File: src/rtl/bcd_pkg.sv
// Shared types and constants for the serial packed-BCD adder.
package bcd_pkg;

  typedef logic [3:0] bcd_digit_t;

  localparam bcd_digit_t BCD_MAX  = 4'd9;
  localparam bcd_digit_t BCD_CORR = 4'd6;

  typedef enum logic [1:0] {
    IDLE = 2'd0,
    RUN  = 2'd1,
    DONE = 2'd2
  } state_t;

endpackage

File: src/rtl/bcd_digit_adder.sv
// Single-digit BCD adder with decimal correction; flags operands above 9.
module bcd_digit_adder
  import bcd_pkg::*;
(
  input  bcd_digit_t a_d,
  input  bcd_digit_t b_d,
  input  logic       ci,
  output bcd_digit_t s_d,
  output logic       co,
  output logic       invalid
);

  logic [4:0] raw;

  // Binary sum, then +6 correction (mod 16) whenever the raw sum exceeds 9
  always_comb begin
    raw     = 5'(a_d) + 5'(b_d) + 5'(ci);
    s_d     = raw[3:0];
    co      = 1'b0;
    if (raw > 5'(BCD_MAX)) begin
      s_d = raw[3:0] + BCD_CORR;
      co  = 1'b1;
    end
    invalid = (a_d > BCD_MAX) || (b_d > BCD_MAX);
  end

endmodule

File: src/rtl/bcd_serial_adder.sv
// Multi-digit packed-BCD adder, one digit per clock, least significant first.
// Optional nine's-complement subtraction when BCD_SUB_EN is defined.
module bcd_serial_adder
  import bcd_pkg::*;
#(
  parameter int unsigned DIGITS = 4
) (
  input  logic                clk,
  input  logic                rst_n,
  input  logic                in_valid,
  output logic                in_ready,
  input  logic [4*DIGITS-1:0] a,
  input  logic [4*DIGITS-1:0] b,
  input  logic                cin,
  input  logic                op,
  output logic                out_valid,
  input  logic                out_ready,
  output logic [4*DIGITS-1:0] sum,
  output logic                cout,
  output logic                err
);

  localparam int unsigned W     = 4 * DIGITS;
  localparam int unsigned IDX_W = (DIGITS > 1) ? $clog2(DIGITS) : 1;
  localparam logic [IDX_W-1:0] LAST_IDX = IDX_W'(DIGITS - 1);

  state_t           state;
  logic [W-1:0]     a_q;
  logic [W-1:0]     b_q;
  logic             carry_q;
  logic [IDX_W-1:0] idx;

  bcd_digit_t a_dig;
  bcd_digit_t b_dig;
  bcd_digit_t b_eff;
  bcd_digit_t s_dig;
  logic       co;
  logic       inv;

`ifdef BCD_SUB_EN
  logic op_q;
`else
  logic unused_op;
  assign unused_op = op;
`endif

  // Select the current digit of each latched operand
  always_comb begin
    a_dig = bcd_digit_t'(a_q >> {idx, 2'b00});
    b_dig = bcd_digit_t'(b_q >> {idx, 2'b00});
`ifdef BCD_SUB_EN
    // 9-B keeps invalid digits invalid (10..15 map to 15..10), so err still sees them
    b_eff = op_q ? (BCD_MAX - b_dig) : b_dig;
`else
    b_eff = b_dig;
`endif
  end

  bcd_digit_adder u_digit (
    .a_d     (a_dig),
    .b_d     (b_eff),
    .ci      (carry_q),
    .s_d     (s_dig),
    .co      (co),
    .invalid (inv)
  );

  // Control FSM, operand/result registers and handshake outputs
  always_ff @(posedge clk or negedge rst_n) begin
    if (!rst_n) begin
      state     <= IDLE;
      in_ready  <= 1'b1;
      out_valid <= 1'b0;
      sum       <= '0;
      cout      <= 1'b0;
      err       <= 1'b0;
      idx       <= '0;
      a_q       <= '0;
      b_q       <= '0;
      carry_q   <= 1'b0;
`ifdef BCD_SUB_EN
      op_q      <= 1'b0;
`endif
    end else begin
      case (state)
        IDLE: begin
          if (in_valid) begin
            a_q      <= a;
            b_q      <= b;
`ifdef BCD_SUB_EN
            op_q     <= op;
            carry_q  <= op ? 1'b1 : cin;
`else
            carry_q  <= cin;
`endif
            err      <= 1'b0;
            sum      <= '0;
            idx      <= '0;
            in_ready <= 1'b0;
            state    <= RUN;
          end
        end
        RUN: begin
          sum[{idx, 2'b00} +: 4] <= s_dig;
          carry_q <= co;
          err     <= err | inv;
          if (idx == LAST_IDX) begin
            cout      <= co;
            out_valid <= 1'b1;
            state     <= DONE;
          end else begin
            idx <= idx + IDX_W'(1);
          end
        end
        DONE: begin
          if (out_ready) begin
            out_valid <= 1'b0;
            in_ready  <= 1'b1;
            state     <= IDLE;
          end
        end
        default: begin
          out_valid <= 1'b0;
          in_ready  <= 1'b1;
          state     <= IDLE;
        end
      endcase
    end
  end

endmodule

File: config.mk
export PLATFORM = sky130hd
export DESIGN_NAME = bcd_serial_adder
export DESIGN_NICKNAME = d
export VERILOG_FILES = /design/src/rtl/bcd_pkg.sv /design/src/rtl/bcd_digit_adder.sv /design/src/rtl/bcd_serial_adder.sv
export SDC_FILE = /design/constraint.sdc
export NUM_CORES = 1
export LEC_CHECK = 0
export CAP_MARGIN = 20
export CORE_ASPECT_RATIO = 1.25
export CORE_UTILIZATION = 40
export CTS_CLUSTER_SIZE = 28
export DETAILED_ROUTE_END_ITERATION = 16
export GPL_TIMING_DRIVEN = 1
export PLACE_DENSITY_LB_ADDON = 0.08
export SLEW_MARGIN = 15
export SYNTH_ARGS = -nofsm -noshare
export SYNTH_HDL_FRONTEND = slang
export SYNTH_SLANG_ARGS = --single-unit
File: constraint.sdc
create_clock -name clk -period 4 [get_ports clk]
set_clock_uncertainty 0.15 [all_clocks]
set_input_delay 1 -clock clk [delete_from_list [all_inputs] [get_ports clk]]
set_output_delay 1 -clock clk [all_outputs]
set_load 0.02 [all_outputs]
* After elaboration in Yosys (flattened, before gate mapping) *
Cells that the tools add are included.

storage, ports and cells
  register bits = 57
  output and inout bits = 20
  logic and storage cells = 63
  input bits = 38

cells by class
  shift operators = 4
  magnitude comparators = 3
  $add $sub $neg = 5
  eq/ne operators = 7
  bitwise gates (word level) = 3
  muxes and demuxes = 21
  reductions and logical operators = 10

operator list
  kind                      number
  $pmux W16 S2              1
  $shr A16 B4 Y4            2
  $bwmux W16                1
  $mux W16                  1
  $shift A4 B6 Y16 const A  1
  $shiftx A4 B6 Y16         1
  $reduce_and A3 Y1         4
  $mux W2                   5
  $gt A4 B4 Y1 const B      2
  $ne A2 B2 Y1 const B      4
  $mux W1                   6
  $neg A4 Y6                1
  $pmux W1 S3               2
  $pmux W2 S3               1
  $reduce_and A2 Y1         3
  $add A4 B4 Y5             1
  $add A5 B1 Y5             1
  $gt A5 B4 Y1 const B      1
  $add A4 B3 Y4 const B     1
  $eq A2 B2 Y1 const B      2
  $mux W4                   1
  $pmux W1 S2               2
  $pmux W2 S2               1
  $add A2 B1 Y2 const B     1
  other kinds (6)           7

* Longest topological paths before layout *
Gate-level depths: netlist of run 1.

  depth after elaboration = 8
  gate-level depth with buffers = 13
  depth with buffers taken out = 11

* Cells and area by module *
From an unflattened synthesis of run 1, not the netlist that was laid out.

unflattened totals
  cells, all modules = 201
  area, all modules = 2787.7 sq um

modules (own cells, without submodules)
  module            sequential area each (sq um)  cells an instance  area each (sq um)  times used
  bcd_serial_adder  1427.6                        176                2562.5             1
  bcd_digit_adder   0.0                           25                 225.2              1

* Least setup slack after synthesis of run 1 *
No wires, ideal clock.

  path type = reg2reg
  start = register idx[0]
  end = register sum[2]
  path slack = 0.174 ns
  cell stages (with the launch flop) = 13
  library setup time = 0.074 ns
  path buffers = 2
  clock period less this slack = 3.826 ns
  data required time = 3.776 ns
  arrival = 3.602 ns
  path through = dfrtp_1 -> buf_2 -> buf_4 -> mux4_2 -> fa_1 -> fa_1 -> xor2_1 -> inv_1 -> ha_1 -> and2b_2 -> or3_4 -> o311a_4 -> o21ai_2

between the ends
  longest elaborated chain between the ends = 8
  elaborated cells between the ends (all ways) = 12
  classes of those cells = 4 x add/sub; 1 x order compare; 4 x shift; 3 x mux

ends and longest elaborated chain
  what                                                  line                                            source
  start: declaration                                    bcd_serial_adder.sv:31                          logic [IDX_W-1:0] idx;
  start signal: assignment                              bcd_serial_adder.sv:112                         idx <= idx + IDX_W'(1);
  $shr A16 B4 Y4, on equally long branches              bcd_serial_adder.sv:49, bcd_serial_adder.sv:50
  $add A4 B4 Y5                                         bcd_digit_adder.sv:17                           raw = 5'(a_d) + 5'(b_d) + 5'(ci);
  $add A5 B1 Y5                                         bcd_digit_adder.sv:17
  $add A4 B3 Y4 / $gt A5 B4 Y1 (equally long branches)  bcd_digit_adder.sv:21, bcd_digit_adder.sv:20
  $mux W4                                               bcd_digit_adder.sv:20                           if (raw > 5'(BCD_MAX)) begin
  $shiftx A4 B6 Y16                                     bcd_serial_adder.sv:104                         sum[{idx, 2'b00} +: 4] <= s_dig;
  $bwmux W16 (*)                                        bcd_serial_adder.sv:104
  $pmux W16 S2 (*)                                      bcd_serial_adder.sv:85                          case (state)
  end signal: indexed assignment                        bcd_serial_adder.sv:104
  end: declaration                                      bcd_serial_adder.sv:18                          output logic [4*DIGITS-1:0] sum,

Mark *: on every way between the ends. The rest lies on a longest branch, timed or not.
A chain may end at the register's enable or synchronous reset.

* Final worst setup path of run 1 *
  start = register idx[0]
  end = register cout

between the ends
  longest elaborated chain between the ends = 5
  elaborated cells between the ends (all ways) = 8
  classes of those cells = 2 x add/sub; 1 x order compare; 1 x eq/ne; 2 x shift; 1 x mux; 1 x reduce/logical

ends and longest elaborated chain
  what                                      line                                            source
  $shr A16 B4 Y4, on equally long branches  bcd_serial_adder.sv:49, bcd_serial_adder.sv:50
  $add A4 B4 Y5                             bcd_digit_adder.sv:17
  $add A5 B1 Y5                             bcd_digit_adder.sv:17
  $gt A5 B4 Y1                              bcd_digit_adder.sv:20
  $mux W1                                   bcd_digit_adder.sv:20
  end signal: assignment                    bcd_serial_adder.sv:108                         cout <= co;
  end: declaration                          bcd_serial_adder.sv:19                          output logic cout,

Parallel ways exist; a longest one is shown, timed or not.

==> summary.md, run 1 <==
| Metric | Value |
|---|---|
| Outcome | `finished, final reports clean` |
| Post-synth EDFFs | `0` |
| Yosys top cell by area | `dfrtp_1` |
| Layout cells sized above 1 | `0.253` |
| Total die area | `0.00728 mm^2` |
| Mapped Cells | `223` |
| CTS Buffer Depth | `2` |
| Most frequent cells in the layout | `dfrtp_1, clkdlybuf4s50_1, mux2_2, nand2_1, o21ai_0` |
| Hold buffers post-CTS | `0` |
| Grt met2 use | `0.298` |
| Dpl hpwl | `4.16 mm` |
| Core Rows | `33` |
| Ratio of final minimum period to clock period | `0.919` |
| Setup tns final | `0 ns` |
| Initial Utilization | `0.418` |
| Final Routed Wirelength | `5.44 mm` |
| Startpoint types | `register` |
| Tmin final | `3.68 ns` |
| Critical Path Fanout Max | `6` |
| DRT Pass-1 Iters | `4` |
| Worst hold stages | `2` |
| DR iter-0 viols | `51` |
| # Post-CTS Setup Buffers | `0` |
| Worst min path class | `reg2reg` |
| Reg2Reg Depth | `9` |
| CTS tree | `yes` |
| Synth top area cells | `dfrtp_1, mux2_2, mux4_2` |
| Async SR Flop Fraction | `1.00` |
| CP arrival | `3.79 ns` |
| Nets | `336` |
| Netlist cell types | `47` |
| N_diodes | `0` |
| Mean routed wirelength per cell | `14.3 um` |
| Core area | `0.00665 mm^2` |
| Total CTS buffers | `9` |
| Yosys warnings | `0` |
| Syn_area_per_cell | `12.5 um^2` |
| GRT busiest layer | `met2` |
| FF-to-FF setup slack | `0.32 ns` |
| Root Driver | `clkbuf_8` |
| FMAX | `272 MHz` |
| Yosys top cell area share | `0.505` |
| Gr usage total | `0.176` |
| Via density | `5.10` |
| Clk_lat worst skew | `0.32 ns` |
| Final Setup Violations | `0` |
| Final Hold Fails | `0` |
| CTS Sinks | `57` |
| Final GP Congestion | `0.749` |
| Largest net degree at the start of global routing | `36` |
| Worst Setup End Kind | `register` |
| Area grow syn2layout | `30.2%` |
| Post-Syn Area | `0.00278 mm^2` |
| Antenna violations before repair | `0` |
| Ys flop type | `dfrtp_1` |
| Post-cts resize count | `0` |
| Hold Path Origin | `sum[13]` |
| CP required | `4.12 ns` |
| Sequential area share after synthesis | `0.514` |
| Kind of critical path | `reg2reg` |
| WHS Endpoint | `sum[13]` |
| Relative slew slack | `0.504` |
| Remaining antenna violation count | `0` |
| Most common cell after layout, fill and taps aside | `dfrtp_1` |
| MaxCap Viol Count | `0` |
| Yosys reg bits | `57` |
| # port buffers | `56` |
| Die H | `95.1 um` |
| Global routing usage on met1 | `0.211` |
| Vias in the first global route | `2045` |
| Htree depth | `3` |
| Total grt overflow | `0` |
| Horiz. Die Dim | `76.5 um` |
| Tightest Pin Transition | `0.738 ns` |
| R2R Path End | `cout` |
| First-pass GRT wire length | `9.69 mm` |
| Max Slew Vio Count | `0` |
| Crit Reg-Reg Startpoint | `idx[0]` |
| Met3 usage | `0.0344` |
| Clock Pin Slew Worst Setup and Hold Paths | `0.06 ns` |
| Syn Nets | `271` |
| DRC | `0` |
| Vias | `1938` |
| Unrepaired setup endpoints after global routing | `no` |
| Io pins | `58` |
-- Yosys cell counts (2+ instances only) --
cell	number
dfrtp_1	56
nor2_1	3
mux4_2	8
fa_1	2
ha_1	8
mux2_2	33
clkbuf_1	3
a21oi_1	5
o211ai_1	2
nor3_1	4
nand3_1	4
nand2b_1	2
o21ai_0	16
inv_1	6
buf_2	4
nand2_1	33
o21ai_2	4
-- state kept, by name (all words and copies together) (netlist names), 2 cells and up --
name,flops
idx,2
sum,16
b_q,16
state,2
a_q,16
-- layout make-up --
type	instances	area [um^2]
well taps	87	109
flip-flops and latches	57	1430
multi-input cells	151	1280
repair buffers	63	608
clock buffers	12	145
clock inverters	4	20.0
fillers	613	3030
inverters	6	22.5
-- through the flow --
stage,setup slack [ns],util,hold WS [ns],cells,instance area [um^2]
2_1_floorplan,0.174,-,0.325,223,2780
3_3_place_gp,0.337,0.519,0.310,364,3450
3_5_place_dp,0.295,0.519,0.321,364,3450
4_1_cts,0.275,0.544,0.333,380,3610
5_1_grt,0.0768,0.544,0.362,380,3610
6_report,0.325,0.544,0.328,380,3610
-- metal layers --
layer	part of all wire	vias to the layer above	wire length, um
met2	0.51	48	2750
met5	0	-	0
met1	0.44	938	2380
li1	-	941	-
met4	0.023	0	123
met3	0.034	11	183
-- worst max-delay path by stage --
stage                         to  cells past startpoint  slack (ns)    from
after floorplan           sum[2]                     12        0.17  idx[0]
after global placement      cout                      9        0.34  idx[0]
after detailed placement    cout                     10        0.30  idx[0]
after CTS                   cout                      9        0.28  idx[0]
after global routing      sum[1]                     11        0.08  idx[0]
final                       cout                      9        0.32  idx[0]
-- kinds of logic (layout without fill, tap and decap cells) --
group | count (synthesis) | after routing | synth area share
simple gates | 58 | 58 | 0.103
compound gates | 40 | 40 | 0.101
mux | 42 | 42 | 0.202
xor+xnor | 1 | 1 | 0.00316
fa+ha+maj | 10 | 10 | 0.0505
buf+inv | 15 | 85 | 0.0261
flops | 57 | 57 | 0.514
-- worst max-delay path: stages, from the launching register on --
cell	delay (ns)
dfrtp_1	0.46
mux4_2	0.57
fa_1	0.45
fa_1	0.60
inv_1	0.09
ha_1	0.22
and2b_2	0.23
or3_4	0.34
o21ai_0	0.30
mux2_2	0.21
Power of run 1 is not shown: default switching activity piles up to over one toggle a cycle in this logic, so the estimate is an artifact.
==> run 2, diff against run 1 <==
--- a/config.mk
+++ b/config.mk
@@ -5,12 +5,14 @@
 export SDC_FILE = /design/constraint.sdc
 export NUM_CORES = 1
 export LEC_CHECK = 0
-export CAP_MARGIN = 20
+export CAP_MARGIN = 30
 export CORE_ASPECT_RATIO = 1.25
 export CORE_UTILIZATION = 40
 export CTS_CLUSTER_SIZE = 28
 export DETAILED_ROUTE_END_ITERATION = 16
+export GPL_ROUTABILITY_DRIVEN = 1
 export GPL_TIMING_DRIVEN = 1
+export HOLD_SLACK_MARGIN = 0.05
 export PLACE_DENSITY_LB_ADDON = 0.08
 export SLEW_MARGIN = 15
 export SYNTH_ARGS = -nofsm -noshare
==> results of run 2 <==
Same layout as run 1: the final DEF is identical, and so are final timing and power.
Power of run 2 is left out for the same reason.
